===== src/rtl/ch4x16bit_to_rgb48bit_ctrl_if.sv =====
// Bundle between the lane/sync FIFOs, the unpacker and the downstream
// timing generator. The unpacker uses the master view; the environment
// that owns the FIFOs and consumes the pixel stream uses the slave view.
interface ch4x16bit_to_rgb48bit_ctrl_if;
    // FWFT head words of the four lane FIFOs and their flags
    logic [15:0] lane_data [4];
    logic [3:0]  lane_empty;
    logic [3:0]  lane_rden;
    // FWFT head code of the sync FIFO
    logic [7:0]  ctrl_data;
    logic        ctrl_empty;
    logic        ctrl_rden;
    // Rebuilt pixel-pair stream with regenerated sync pulses
    logic [23:0] rxo_rgb;
    logic [23:0] rxe_rgb;
    logic        de;
    logic        hs;
    logic        vs;
    logic [7:0]  err_cnt;

    modport master (
        input  lane_data, lane_empty, ctrl_data, ctrl_empty,
        output lane_rden, ctrl_rden, rxo_rgb, rxe_rgb, de, hs, vs, err_cnt
    );

    modport slave (
        output lane_data, lane_empty, ctrl_data, ctrl_empty,
        input  lane_rden, ctrl_rden, rxo_rgb, rxe_rgb, de, hs, vs, err_cnt
    );
endinterface


===== src/rtl/ch4x16bit_to_rgb48bit_ctrl.sv =====
// Receive-side unpacker: rebuilds the dual-pixel 48-bit RGB stream from four
// 16-bit lane FIFOs (show-ahead) plus the 8-bit sync-code FIFO, regenerating
// one-cycle hsync/vsync pulses from the sync codes.
//
// Line byte n travels on lane n mod 4; each lane word carries the earlier
// byte in [7:0] and the later one in [15:8]. Four pixel pairs (24 bytes)
// consume three words per lane, so a 2-bit phase selects which lanes are
// popped and which high bytes must be kept for the next pair.
module ch4x16bit_to_rgb48bit_ctrl #(
    parameter int         H_PAIRS     = 960,
    parameter logic [7:0] DVS_VALID   = 8'hF0,
    parameter logic [7:0] DES_INVALID = 8'h0F,
    parameter logic [7:0] DES_VALID   = 8'hFF
) (
    input  logic                          I_sclk,
    input  logic                          I_rst_n,
    ch4x16bit_to_rgb48bit_ctrl_if.master  bus
);

    localparam logic [11:0] LAST_PAIR = 12'(H_PAIRS - 1);

    typedef enum logic [0:0] {
        IDLE,
        ACTIVE
    } state_t;

    state_t      state;
    logic [1:0]  ph;
    logic [11:0] pair_cnt;
    logic [7:0]  held [4];

    logic [7:0]  lo [4];
    logic [7:0]  hi [4];
    logic [3:0]  need;
    logic        lanes_ready;
    logic        pair_pop;
    logic        code_pop;
    logic [23:0] odd_pix;
    logic [23:0] even_pix;

    // Split each lane head word into its earlier (lo) and later (hi) byte
    always_comb begin
        lo[0] = bus.lane_data[0][7:0];
        lo[1] = bus.lane_data[1][7:0];
        lo[2] = bus.lane_data[2][7:0];
        lo[3] = bus.lane_data[3][7:0];
        hi[0] = bus.lane_data[0][15:8];
        hi[1] = bus.lane_data[1][15:8];
        hi[2] = bus.lane_data[2][15:8];
        hi[3] = bus.lane_data[3][15:8];
    end

    // Lanes that must be popped in the current phase
    always_comb begin
        need = 4'b1111;
        case (ph)
            2'd0:    need = 4'b1111;
            2'd1:    need = 4'b1111;
            2'd2:    need = 4'b0011;
            2'd3:    need = 4'b1100;
            default: need = 4'b1111;
        endcase
    end

    // Pop decisions: a pair moves only when every required lane has data,
    // and the sync FIFO is drained only while waiting for a line
    always_comb begin
        lanes_ready   = ((need & bus.lane_empty) == 4'b0000);
        pair_pop      = I_rst_n && (state == ACTIVE) && lanes_ready;
        code_pop      = I_rst_n && (state == IDLE) && !bus.ctrl_empty;
        bus.lane_rden = pair_pop ? need : '0;
        bus.ctrl_rden = code_pop;
    end

    // Assemble the pair for the current phase from fresh and held bytes
    always_comb begin
        odd_pix  = '0;
        even_pix = '0;
        case (ph)
            2'd0: begin
                odd_pix  = {lo[0], lo[1], lo[2]};
                even_pix = {lo[3], hi[0], hi[1]};
            end
            2'd1: begin
                odd_pix  = {held[2], held[3], lo[0]};
                even_pix = {lo[1], lo[2], lo[3]};
            end
            2'd2: begin
                odd_pix  = {held[0], held[1], held[2]};
                even_pix = {held[3], lo[0], lo[1]};
            end
            2'd3: begin
                odd_pix  = {lo[2], lo[3], held[0]};
                even_pix = {held[1], hi[2], hi[3]};
            end
            default: begin
                odd_pix  = '0;
                even_pix = '0;
            end
        endcase
    end

    // Control FSM with registered stream outputs and sync pulses
    always_ff @(posedge I_sclk or negedge I_rst_n) begin
        if (!I_rst_n) begin
            state       <= IDLE;
            ph          <= '0;
            pair_cnt    <= '0;
            held[0]     <= '0;
            held[1]     <= '0;
            held[2]     <= '0;
            held[3]     <= '0;
            bus.rxo_rgb <= '0;
            bus.rxe_rgb <= '0;
            bus.de      <= 1'b0;
            bus.hs      <= 1'b0;
            bus.vs      <= 1'b0;
            bus.err_cnt <= '0;
        end else begin
            bus.de <= 1'b0;
            bus.hs <= 1'b0;
            bus.vs <= 1'b0;

            case (state)
                IDLE: begin
                    if (code_pop) begin
                        case (bus.ctrl_data)
                            DVS_VALID:   bus.vs <= 1'b1;
                            DES_INVALID: bus.hs <= 1'b1;
                            DES_VALID: begin
                                state    <= ACTIVE;
                                ph       <= '0;
                                pair_cnt <= '0;
                            end
                            default: begin
                                if (bus.err_cnt != 8'hFF) begin
                                    bus.err_cnt <= bus.err_cnt + 8'd1;
                                end
                            end
                        endcase
                    end
                end

                ACTIVE: begin
                    if (pair_pop) begin
                        bus.rxo_rgb <= odd_pix;
                        bus.rxe_rgb <= even_pix;
                        bus.de      <= 1'b1;

                        // Keep the high bytes that belong to the next pair
                        case (ph)
                            2'd0: begin
                                held[2] <= hi[2];
                                held[3] <= hi[3];
                            end
                            2'd1: begin
                                held[0] <= hi[0];
                                held[1] <= hi[1];
                                held[2] <= hi[2];
                                held[3] <= hi[3];
                            end
                            2'd2: begin
                                held[0] <= hi[0];
                                held[1] <= hi[1];
                            end
                            default: begin
                            end
                        endcase

                        if (pair_cnt == LAST_PAIR) begin
                            state    <= IDLE;
                            ph       <= '0;
                            pair_cnt <= '0;
                        end else begin
                            ph       <= ph + 2'd1;
                            pair_cnt <= pair_cnt + 12'd1;
                        end
                    end
                end

                default: state <= IDLE;
            endcase
        end
    end

endmodule


===== src/flat_wrapper.sv =====
// flat-port wrapper written by rule: the top's interface ports become plain ports
module ch4x16bit_to_rgb48bit_ctrl_flat 
#(
    parameter int         H_PAIRS     = 960,
    parameter logic [7:0] DVS_VALID   = 8'hF0,
    parameter logic [7:0] DES_INVALID = 8'h0F,
    parameter logic [7:0] DES_VALID   = 8'hFF
)
  (I_sclk, I_rst_n, bus_lane_data, bus_lane_empty, bus_ctrl_data, bus_ctrl_empty, bus_lane_rden, bus_ctrl_rden, bus_rxo_rgb, bus_rxe_rgb, bus_de, bus_hs, bus_vs, bus_err_cnt);
  ch4x16bit_to_rgb48bit_ctrl_if bus_i ();
  input  logic I_sclk;
  input  logic I_rst_n;
  input wire logic [$bits(bus_i.lane_data)-1:0] bus_lane_data;
  input wire logic [$bits(bus_i.lane_empty)-1:0] bus_lane_empty;
  input wire logic [$bits(bus_i.ctrl_data)-1:0] bus_ctrl_data;
  input wire logic [$bits(bus_i.ctrl_empty)-1:0] bus_ctrl_empty;
  output wire logic [$bits(bus_i.lane_rden)-1:0] bus_lane_rden;
  output wire logic [$bits(bus_i.ctrl_rden)-1:0] bus_ctrl_rden;
  output wire logic [$bits(bus_i.rxo_rgb)-1:0] bus_rxo_rgb;
  output wire logic [$bits(bus_i.rxe_rgb)-1:0] bus_rxe_rgb;
  output wire logic [$bits(bus_i.de)-1:0] bus_de;
  output wire logic [$bits(bus_i.hs)-1:0] bus_hs;
  output wire logic [$bits(bus_i.vs)-1:0] bus_vs;
  output wire logic [$bits(bus_i.err_cnt)-1:0] bus_err_cnt;
  assign bus_i.lane_data = {>>{bus_lane_data}};
  assign bus_i.lane_empty = bus_lane_empty;
  assign bus_i.ctrl_data = bus_ctrl_data;
  assign bus_i.ctrl_empty = bus_ctrl_empty;
  assign bus_lane_rden = bus_i.lane_rden;
  assign bus_ctrl_rden = bus_i.ctrl_rden;
  assign bus_rxo_rgb = bus_i.rxo_rgb;
  assign bus_rxe_rgb = bus_i.rxe_rgb;
  assign bus_de = bus_i.de;
  assign bus_hs = bus_i.hs;
  assign bus_vs = bus_i.vs;
  assign bus_err_cnt = bus_i.err_cnt;
  ch4x16bit_to_rgb48bit_ctrl #(.H_PAIRS(H_PAIRS), .DVS_VALID(DVS_VALID), .DES_INVALID(DES_INVALID), .DES_VALID(DES_VALID)) u_core (.I_sclk(I_sclk), .I_rst_n(I_rst_n), .bus(bus_i));
endmodule

===== config.mk =====
export PLATFORM = sky130hd
export DESIGN_NAME = ch4x16bit_to_rgb48bit_ctrl_flat
export DESIGN_NICKNAME = d
export VERILOG_FILES = /design/src/rtl/ch4x16bit_to_rgb48bit_ctrl_if.sv /design/src/rtl/ch4x16bit_to_rgb48bit_ctrl.sv /design/src/flat_wrapper.sv
export SDC_FILE = /design/constraint.sdc
export NUM_CORES = 1
export LEC_CHECK = 0
export ABC_CLOCK_PERIOD_IN_PS = 3950
export CELL_PAD_IN_SITES_DETAIL_PLACEMENT = 0
export CELL_PAD_IN_SITES_GLOBAL_PLACEMENT = 1
export CORE_ASPECT_RATIO = 1.75
export CORE_MARGIN = 8
export CORE_UTILIZATION = 49
export CTS_CLUSTER_SIZE = 25
export DETAILED_ROUTE_END_ITERATION = 8
export DONT_BUFFER_PORTS = 1
export PLACE_DENSITY = 0.82
export SYNTH_ARGS = -nofsm -noshare
export SYNTH_HDL_FRONTEND = slang
export SYNTH_SLANG_ARGS = --single-unit
export TNS_END_PERCENT = 50

===== constraint.sdc =====
create_clock -name I_sclk -period 3.95 [get_ports I_sclk]
set_input_delay 0.79 -clock I_sclk [delete_from_list [all_inputs] [get_ports I_sclk]]
set_output_delay 0.79 -clock I_sclk [all_outputs]
set_load 0.03 [all_outputs]

### Word level (Yosys, flattened, before mapping)

Cells that the tools add are included.

| storage, ports and cells | value |
|---|---|
| input port bits | 79 |
| word-level logic and storage cells | 72 |
| output and inout port bits | 64 |
| memories | 0 |
| bits in writable memories | 0 |
| bits in latches | 0 |
| bits in read-only memories | 0 |
| register bits after elaboration | 106 |

| operators by class | value |
|---|---|
| equal/unequal tests | 11 |
| multiplexer cells | 27 |
| $add $sub $neg | 3 |
| shift-type cells | 0 |
| reduce and logical (&&, ||, !) cells | 15 |
| $mul | 0 |
| $lt $le $gt $ge | 0 |
| bitwise operators | 3 |
| divide/modulo/power cells | 0 |

Operators with widths:

| operator | number |
|---|---|
| 24-bit one-hot mux with 4 select lines | 2 |
| 12-bit two-way mux | 4 |
| 12-bit one-hot mux with 2 select lines | 1 |
| 8-bit == test (second input constant) | 2 |
| 12-bit by 1-bit adder with 12-bit output (second input constant) | 1 |
| 12-bit by 10-bit == test with 1-bit output (second input constant) | 1 |
| 1-bit two-way mux | 12 |
| 4-bit one-hot mux with 3 select lines | 1 |
| 3-bit AND reduction | 3 |
| 8-bit by 1-bit adder with 8-bit output (second input constant) | 1 |
| 8-bit by 4-bit == test with 1-bit output (second input constant) | 1 |
| 2-bit two-way mux | 4 |
| 8-bit != test (second input constant) | 1 |
| 2-bit != test (second input constant) | 3 |
| 4-bit AND | 1 |
| 2-bit == test (second input constant) | 2 |
| 1-bit logical AND | 4 |
| 4-bit logical NOT | 1 |
| 4-bit two-way mux | 1 |
| 2-bit one-hot mux with 2 select lines | 1 |
| 4-bit AND reduction | 1 |
| 2-bit OR reduction | 2 |
| 3-bit OR reduction | 1 |
| 2-bit by 1-bit adder with 2-bit output (second input constant) | 1 |
| other kinds (6) | 7 |

### Longest topological paths before layout

Gate-level depths: netlist of the first run.

| depth | value |
|---|---|
| depth in word-level cells | 8 |
| depth in mapped cells | 8 |
| gate-level depth less buffers | 6 |

### Worst setup path after synthesis of the first run

No wires, ideal clock.

| timing | value |
|---|---|
| path kind | input to output |
| from | input bus_lane_empty[0] |
| to | output bus_lane_rden[1] |
| path slack | 0.932 ns |
| arrival time | 2.228 ns |
| data required time | 3.160 ns |
| path buffers | 3 |
| stages | 6 |
| path through | o21bai_1 o2111ai_1 clkbuf_1 clkbuf_1 nor2_1 buf_4 |

| on the way | value |
|---|---|
| cells in the longest elaborated chain, start to end | 4 |

RTL lines:

| item | RTL line | text |
|---|---|---|
| start: declaration | flat_wrapper.sv:14 | `input wire logic [$bits(bus_i.lane_empty)-1:0] bus_lane_empty;` |
| 4-bit AND | ch4x16bit_to_rgb48bit_ctrl.sv:68 | `lanes_ready = ((need & bus.lane_empty) == 4'b0000);` |
| 4-bit logical NOT | ch4x16bit_to_rgb48bit_ctrl.sv:68 |  |
| 1-bit logical AND | ch4x16bit_to_rgb48bit_ctrl.sv:69 | `pair_pop = I_rst_n && (state == ACTIVE) && lanes_ready;` |
| 4-bit two-way mux | ch4x16bit_to_rgb48bit_ctrl.sv:71 | `bus.lane_rden = pair_pop ? need : '0;` |
| end: declaration | flat_wrapper.sv:17 | `output wire logic [$bits(bus_i.lane_rden)-1:0] bus_lane_rden;` |

No other way between the ends.

### Worst setup path after layout of the first run

| timing | value |
|---|---|
| from | register u_core.ph[0] |
| to | output bus_lane_rden[0] |

| on the way | value |
|---|---|
| cells in the longest elaborated chain, start to end | 7 |
| elaborated cells between the ends (all ways) | 10 |
| those cells by class | eq/ne (3); mux (2); bitwise (1); reduce/logical (4) |

RTL lines:

| item | RTL line | text |
|---|---|---|
| start: declaration | ch4x16bit_to_rgb48bit_ctrl.sv:28 | `logic [1:0] ph;` |
| start signal: assignment | ch4x16bit_to_rgb48bit_ctrl.sv:175 | `ph <= ph + 2'd1;` |
| 2-bit by 1-bit == test with 1-bit output / 2-bit logical NOT (equally long branches) | ch4x16bit_to_rgb48bit_ctrl.sv:56 | `case (ph)` |
| 2-bit OR reduction (no line) | - |  |
| 4-bit one-hot mux with 3 select lines (*) | ch4x16bit_to_rgb48bit_ctrl.sv:56 |  |
| 4-bit AND | ch4x16bit_to_rgb48bit_ctrl.sv:68 |  |
| 4-bit logical NOT | ch4x16bit_to_rgb48bit_ctrl.sv:68 |  |
| 1-bit logical AND | ch4x16bit_to_rgb48bit_ctrl.sv:69 |  |
| 4-bit two-way mux (*) | ch4x16bit_to_rgb48bit_ctrl.sv:71 |  |

Mark *: on every way between the ends. The rest lies on a longest branch, timed or not.

==> impl_metrics.csv, run 1 <==
group,metric,value,unit
die,rows,50,
sta,hold_slack,0.1264,ns
clock_network,hold_buffers,0,
die,initial_core_util,49.81,%
sta,layout_min_cycle_time,2.971,ns
hold_path,hold_path_class,"input pin to async pin",
logic_synthesis,synth_ff_type,"dfrtp_1",
clock_network,post_cts_buffers,0,
logic_synthesis,ys_seq_elements,106,
logic_synthesis,synth_edf_count,0,
route,vias_per_cell,6.623,
clock_network,clock_latency,0.35,ns
clock_network,htree_levels,3,
route,ant_nets,0,
critical_path,crit_path_end_kind,"output port",
power_and_ir_drop,powerDensity,835.0,nW/um^2
clock_network,cts.reportedPaths.clkPinSlew,0.08,ns
global_routing,grt_pass1_vias,4143,
route,drt_first_iter_violations,514,
sta,maxSlewHeadroom,35.36,%
logic_synthesis,synthCells,550,
flow_run,drv_cap,0,
logic_synthesis,synthSimpleGateAreaFrac,13.39,%
placed_design,numPortBuffers,0,
route,first_pass_iters,8,
sta,finalSetupTns,0,ns
logic_synthesis,yosysSeqAreaShare,50.07,%
global_routing,grt_pass1_wl,22730,um
sta,slew_violations,0,
die,fp.dieW,94.60,um
critical_path,worst-path-max-fanout,31,
critical_path,start_kind,"flip-flop",
logic_synthesis,synth-compound-area-share,22.53,%
power_and_ir_drop,ir_drop,0.4724,mV
route,wl_per_cell,22.04,um
final_layout,nets,609,
logic_synthesis,synthDistinctLibCells,44,
critical_path,crit_type,"flip-flop to output port",
sta,skew,0.01106,ns
logic_synthesis,synth-warning-count,0,
global_routing,grt_max_degree,109,
critical_path,critPathMaxStageDelay,0.67,ns
logic_synthesis,synth_xor_area_share,0.4960,%
route,routed-via-count,4351,
logic_synthesis,syn-cell-area,5298,um^2
final_layout,area_delta_synth_final,6.779,%
sta,final.period_utilization,75.22,%
logic_synthesis,synth_mux_area_share,7.227,%
clock_network,numCtsBuffers,9,
logic_synthesis,syn_area_per_cell,9.632,um^2
global_routing,antenna_found_initial,0,
power_and_ir_drop,power.leakage,2.436,nW
die,core,10640,um^2
clock_network,cts_tree,"yes",
logic_synthesis,synthesis.nets,637,
clock_network,cts_resized,0,
sta,tightest_slew,0.9695,ns
logic_synthesis,synth_fa_ha_area_share,1.889,%
sta,rsz0062_at_grt,"no",
status,status,"complete, no violations",
global_routing,grt_usage,19.89,%
clock_network,root_buffer,"clkbuf_16",
route,drc,0,
global_routing,grt-ovfl-total,0,
critical_path,required,3.16,ns
die,die-height,153.6,um
critical_path,arrival,2.18,ns
final_layout,antenna_cells,0,
placed_design,gp_congestion,0.8179,
clock_network,clockBufferDepth,2,
die,die-area,14530,um^2
logic_synthesis,async_flop_share,100.0,%
critical_path,path_cells,"inv_1 -> ha_1 -> o2111ai_4 -> nor2_1 -> buf_4",
sta,final_hold_viol_count,0,
critical_path,crit_slowest_cell,"o2111ai_4",
placed_design,dp_hpwl,10210,um
die,top_level_ports,143,
final_layout,drive_gt1_share,12.14,%
sta,setup_violations,0,
route,drt-total-wl,14480,um
clock_network,clkSinkCount,106,
logic_synthesis,synth_top_family_by_area,"compound AO/OA/AOI/OAI gates",
sta,fmax,336.6,MHz
-- cells in the mapped netlist (7+ instances only) --
cell        n  share of area, %
nand3_1    12               1.1
a21oi_1    58               5.5
dfrtp_1   106                50
nor2_1     57               4.0
ha_1        8               1.9
clkbuf_1   32               2.3
mux2_2     30               6.4
buf_1       8              0.57
o21ai_0    51               4.8
nand2_1    61               4.3
o21ai_1     9              0.85
nand4_1     7              0.83
inv_1      10              0.71
a222oi_1   48               9.1
-- where the power goes --
group	internal [mW]	switching (mW)
sequential	1.49	0.851
clock	0.459	0.432
combinational	0.610	0.881
-- layout make-up --
cell class | count | area, um^2
clock buffers | 10 | 239.0
repair buffers | 7 | 52.55
flip-flops and latches | 106 | 2653
multi-input cells | 387 | 2452
well taps | 130 | 162.7
inverters | 11 | 41.29
fillers | 969 | 4979
clock inverters | 6 | 56.30
-- worst max-delay path, delay by kind of cell, from the launching register on --
kind / cells / cell delay (ns)
compound gates: 1 / 0.67
fa+ha+maj: 1 / 0.26
buf+inv: 2 / 0.37
flops: 1 / 0.45
simple gates: 1 / 0.08
-- routing by layer --
layer | global-route usage (%) | routed length, um
met4 | 10.93 | 709
met5 | 0 | 0
met1 | 21.96 | 5055
met2 | 32.42 | 7292
met3 | 6.631 | 1424
-- cell usage in the layout (no fill, tap or decap), drive strengths merged, types with 2 or more instances in the layout --
cell / netlist / layout
clkinv: 0 / 2
o22ai: 3 / 3
a222oi: 48 / 48
dfrtp: 106 / 106
nand2b: 4 / 4
ha: 8 / 8
nor2: 57 / 57
nor3: 4 / 4
nand4: 7 / 7
a21oi: 58 / 58
inv: 11 / 14
nor2b: 2 / 2
o41ai: 2 / 2
a31oi: 3 / 3
nand3: 12 / 12
or4: 2 / 2
xnor2: 2 / 2
mux2: 34 / 34
o31ai: 2 / 2
nand2: 61 / 61
and3: 4 / 4
clkbuf: 32 / 10
buf: 14 / 7
and2: 2 / 2
o21ai: 60 / 60
-- state kept, by name, summed over array words and instances, names as in the netlist --
name and count:
u_core.pair_cnt 12, u_core.bus.rxe_rgb 24, u_core.bus.rxo_rgb 24, u_core.ph 2
u_core.bus.hs 1, u_core.bus.err_cnt 8, u_core.bus.de 1, u_core.held 32
u_core.state 1, u_core.bus.vs 1
-- worst paths after layout --
check                                         endpoint  slack, ns           startpoint  cells past startpoint
max in group asynchronous       u_core.bus.rxe_rgb[22]       3.64              I_rst_n                      0
min in group I_sclk                u_core.pair_cnt[11]       0.52  u_core.pair_cnt[11]                      1
worst min register to register     u_core.pair_cnt[11]       0.52  u_core.pair_cnt[11]                      1
worst min-delay path             u_core.bus.rxe_rgb[0]       0.13              I_rst_n                      0
worst max register to register         u_core.held[18]       1.19         u_core.ph[0]                      6
worst max-delay path                  bus_lane_rden[0]       0.98         u_core.ph[0]                      5
-- kinds of logic (layout without fill, tap and decap cells) --
kind of cell,count (synthesis),count (layout)
muxes,34,34
xor gates and xnor gates,3,3
buffers and inverters,57,34
DFF,106,106
adders and majority gates,8,8
and+or+nand+nor,160,160
AOI/OAI and AO/OA,182,182
-- through the flow --
| step | setup WS [ns] | power (mW) | instance area [um^2] | std cells | util (%) |
|---|---|---|---|---|---|
| floorplan | 0.9318 | 3.438 | 5298 | 550 | - |
| global placement | 1.251 | 3.789 | 5361 | 641 | 50.41 |
| detailed placement | 1.155 | 3.864 | 5361 | 641 | 50.41 |
| CTS | 0.9413 | 4.754 | 5657 | 657 | 53.19 |
| global route | 0.7697 | 5.050 | 5657 | 657 | 53.19 |
| finish | 0.9787 | 4.724 | 5657 | 657 | 53.19 |
Note: power is estimated with default switching activity, not from simulation.
==> inputs of run 2 (changes only) <==
- ABC_CLOCK_PERIOD_IN_PS: 3950 -> 2420
- CORE_UTILIZATION: 49 -> 43
- PLACE_DENSITY: 0.82 -> 0.76
- clock period: 3.95 -> 2.42 ns (I/O delays scaled with it)
==> run 2 against run 1 <==
  * The run now ends with negative hold slack left
  * Worst hold slack lost 0.30 ns
  * Count of clock-buffer cells in the layout did not move
  * Sequential share of layout area shrank 0.96 points
  * Final cell count up 6.1%
  * Cell area up 2.1%
  * Non-clock buffer count is 6 higher
  * Critical path depth unchanged
  * Critical path type unchanged
  * Core utilization fell by 5.0 points
  * Flip-flop and latch count unchanged
  * Global-route usage decreased by 2.3 points
  * Clock skew down 0.0032 ns
==> impl_metrics.csv, run 2 (synthesis results as in run 1) <==
group,metric,value,unit
critical_path,worst-path-max-fanout,7,
critical_path,startpoint,"u_core.ph[1]",
critical_path,worstSetupEndpoint,"bus_lane_rden[2]",
final_layout,area_delta_synth_final,9.069,%
route,drt_first_iter_violations,387,
clock_network,cts_tree,"yes",
global_routing,antenna_found_initial,0,
die,die-area,16270,um^2
die,rows,53,
route,ant_nets,0,
status,status,"finished with violations",
sta,final_hold_viol_count,106,
route,drc,0,
sta,hold_slack,-0.1785,ns
clock_network,clockBufferDepth,2,
clock_network,clkSinkCount,106,
final_layout,largest_reg_flops,32,
die,fp.dieW,99.91,um
critical_path,crit_path_end_kind,"output port",
flow_run,drv_cap,0,
sta,slew_violations,0,
placed_design,place_inst,682,
placed_design,gp_congestion,0.8059,
die,die-height,162.8,um
power_and_ir_drop,powerDensity,1338,nW/um^2
final_layout,top_regs,"u_core.held x32, u_core.bus.rxe_rgb x24, u_core.bus.rxo_rgb x24",
final_layout,stdcell_count,697,
status,violations,"negative hold slack",
placed_design,dp_hpwl,9848,um
final_layout,layout_commonest_cell,"dfrtp_1",
clock_network,root_buffer,"clkbuf_16",
sta,fmax,436.4,MHz
global_routing,grt_usage,17.54,%
route,wl_per_cell,20.21,um
sta,skew,0.007885,ns
route,first_pass_iters,9,
global_routing,grt_max_degree,109,
final_layout,nets,615,
placed_design,numPortBuffers,0,
clock_network,clock_latency,0.35,ns
sta,tightest_slew,0.9363,ns
final_layout,top_register,"u_core.held",
final_layout,utilization,48.14,%
clock_network,numCtsBuffers,9,
placed_design,dp_slack,0.1646,ns
sta,final.period_utilization,94.69,%
hold_path,hold_path_class,"input pin to async pin",
route,routed-via-count,4176,
sta,setup_violations,0,
critical_path,r2r_cells,5,
critical_path,reg2reg_slack,0.28,ns
power_and_ir_drop,ir_drop,0.6005,mV
final_layout,drive_gt1_share,13.16,%
sta,finalWorstSetupSlack,0.1284,ns
die,top_level_ports,143,
power_and_ir_drop,power.total,7.732,mW
sta,layout_min_cycle_time,2.292,ns
power_and_ir_drop,power.leakage,2.471,nW
critical_path,regToRegStartpoint,"u_core.state",
clock_network,cts.reportedPaths.clkPinSlew,0.07,ns
critical_path,arrival,1.81,ns
die,initial_core_util,44.14,%
critical_path,start_kind,"flip-flop",
sta,rsz0062_at_grt,"no",
critical_path,crit_type,"flip-flop to output port",
die,core,12000,um^2
sta,maxSlewHeadroom,37.58,%
critical_path,required,1.94,ns
critical_path,timing.rr.end,"u_core.pair_cnt[5]",
route,drt-total-wl,14090,um
clock_network,htree_levels,3,
final_layout,final_cell_mix,"105 x dfrtp_1, 61 x nand2_1, 58 x a21oi_1, 56 x nor2_1, 51 x o21ai_0",
global_routing,grt_pass1_wl,22370,um
route,vias_per_cell,5.991,
final_layout,antenna_cells,0,
global_routing,grt_pass1_vias,4035,
global_routing,grt-ovfl-total,0,
## run 2: how the worst min path moves through the flow
stage / startpoint / end / slack [ns] / depth (start not counted)
final: I_rst_n / u_core.bus.rxo_rgb[22] / -0.18 / 0
after global placement: I_rst_n / u_core.bus.rxo_rgb[21] / 0.19 / 0
after detailed placement: I_rst_n / u_core.bus.rxo_rgb[1] / 0.19 / 0
after CTS: I_rst_n / u_core.bus.rxo_rgb[1] / -0.18 / 0
after floorplan: I_rst_n / u_core.bus.de / 0.19 / 0
after global routing: I_rst_n / u_core.bus.rxo_rgb[21] / -0.20 / 0
## run 2: what timing repair did
item / 4_1_cts / 5_1_grt
endpoints found under the setup margin: 0 / 4
resized for setup: 0 / 1
buffers inserted: 0 / 0
endpoints found under the hold margin: 106 / 106
## run 2: through the flow
| stage | area (um^2) | TNS, ns |
|---|---|---|
| after floorplan | 5298 | -0.1285 |
| after global placement | 5475 | 0 |
| after detailed placement | 5475 | 0 |
| after CTS | 5777 | 0 |
| after global routing | 5778 | 0 |
| final | 5778 | 0 |
## run 2: final cells by class
class,count,area (um^2)
clock buffers,10,239.0
clock inverters,5,62.56
fillers,1152,6225
inverters,11,41.29
multi-input cells,387,2452
flip-flops and latches,106,2654
well taps,165,206.4
repair buffers,13,122.6
## run 2: layer usage
metal  share of wire, %  vias to the layer above  global-route usage [%]
met3                 11                       12                   7.620
met1                 37                     2000                   19.24
li1                   -                     2002                       -
met2                 51                      162                   29.20
met4                1.9                        0                   6.440
met5                  0                        -                       0
## run 2: power by group
| group | internal [mW] | switching, mW | total [mW] | leakage, nW |
|---|---|---|---|---|
| Combinational | 1.03 | 1.42 | 2.45 | 0.975 |
| Sequential | 2.43 | 1.37 | 3.80 | 1.36 |
| Clock | 0.830 | 0.654 | 1.48 | 0.141 |
## run 2: worst max-delay path: stages (launching register included)
cell and delay (ns):
dfrtp_1 0.46, ha_1 0.24, o21bai_1 0.18, o2111ai_4 0.22, nor2_1 0.14, buf_4 0.23
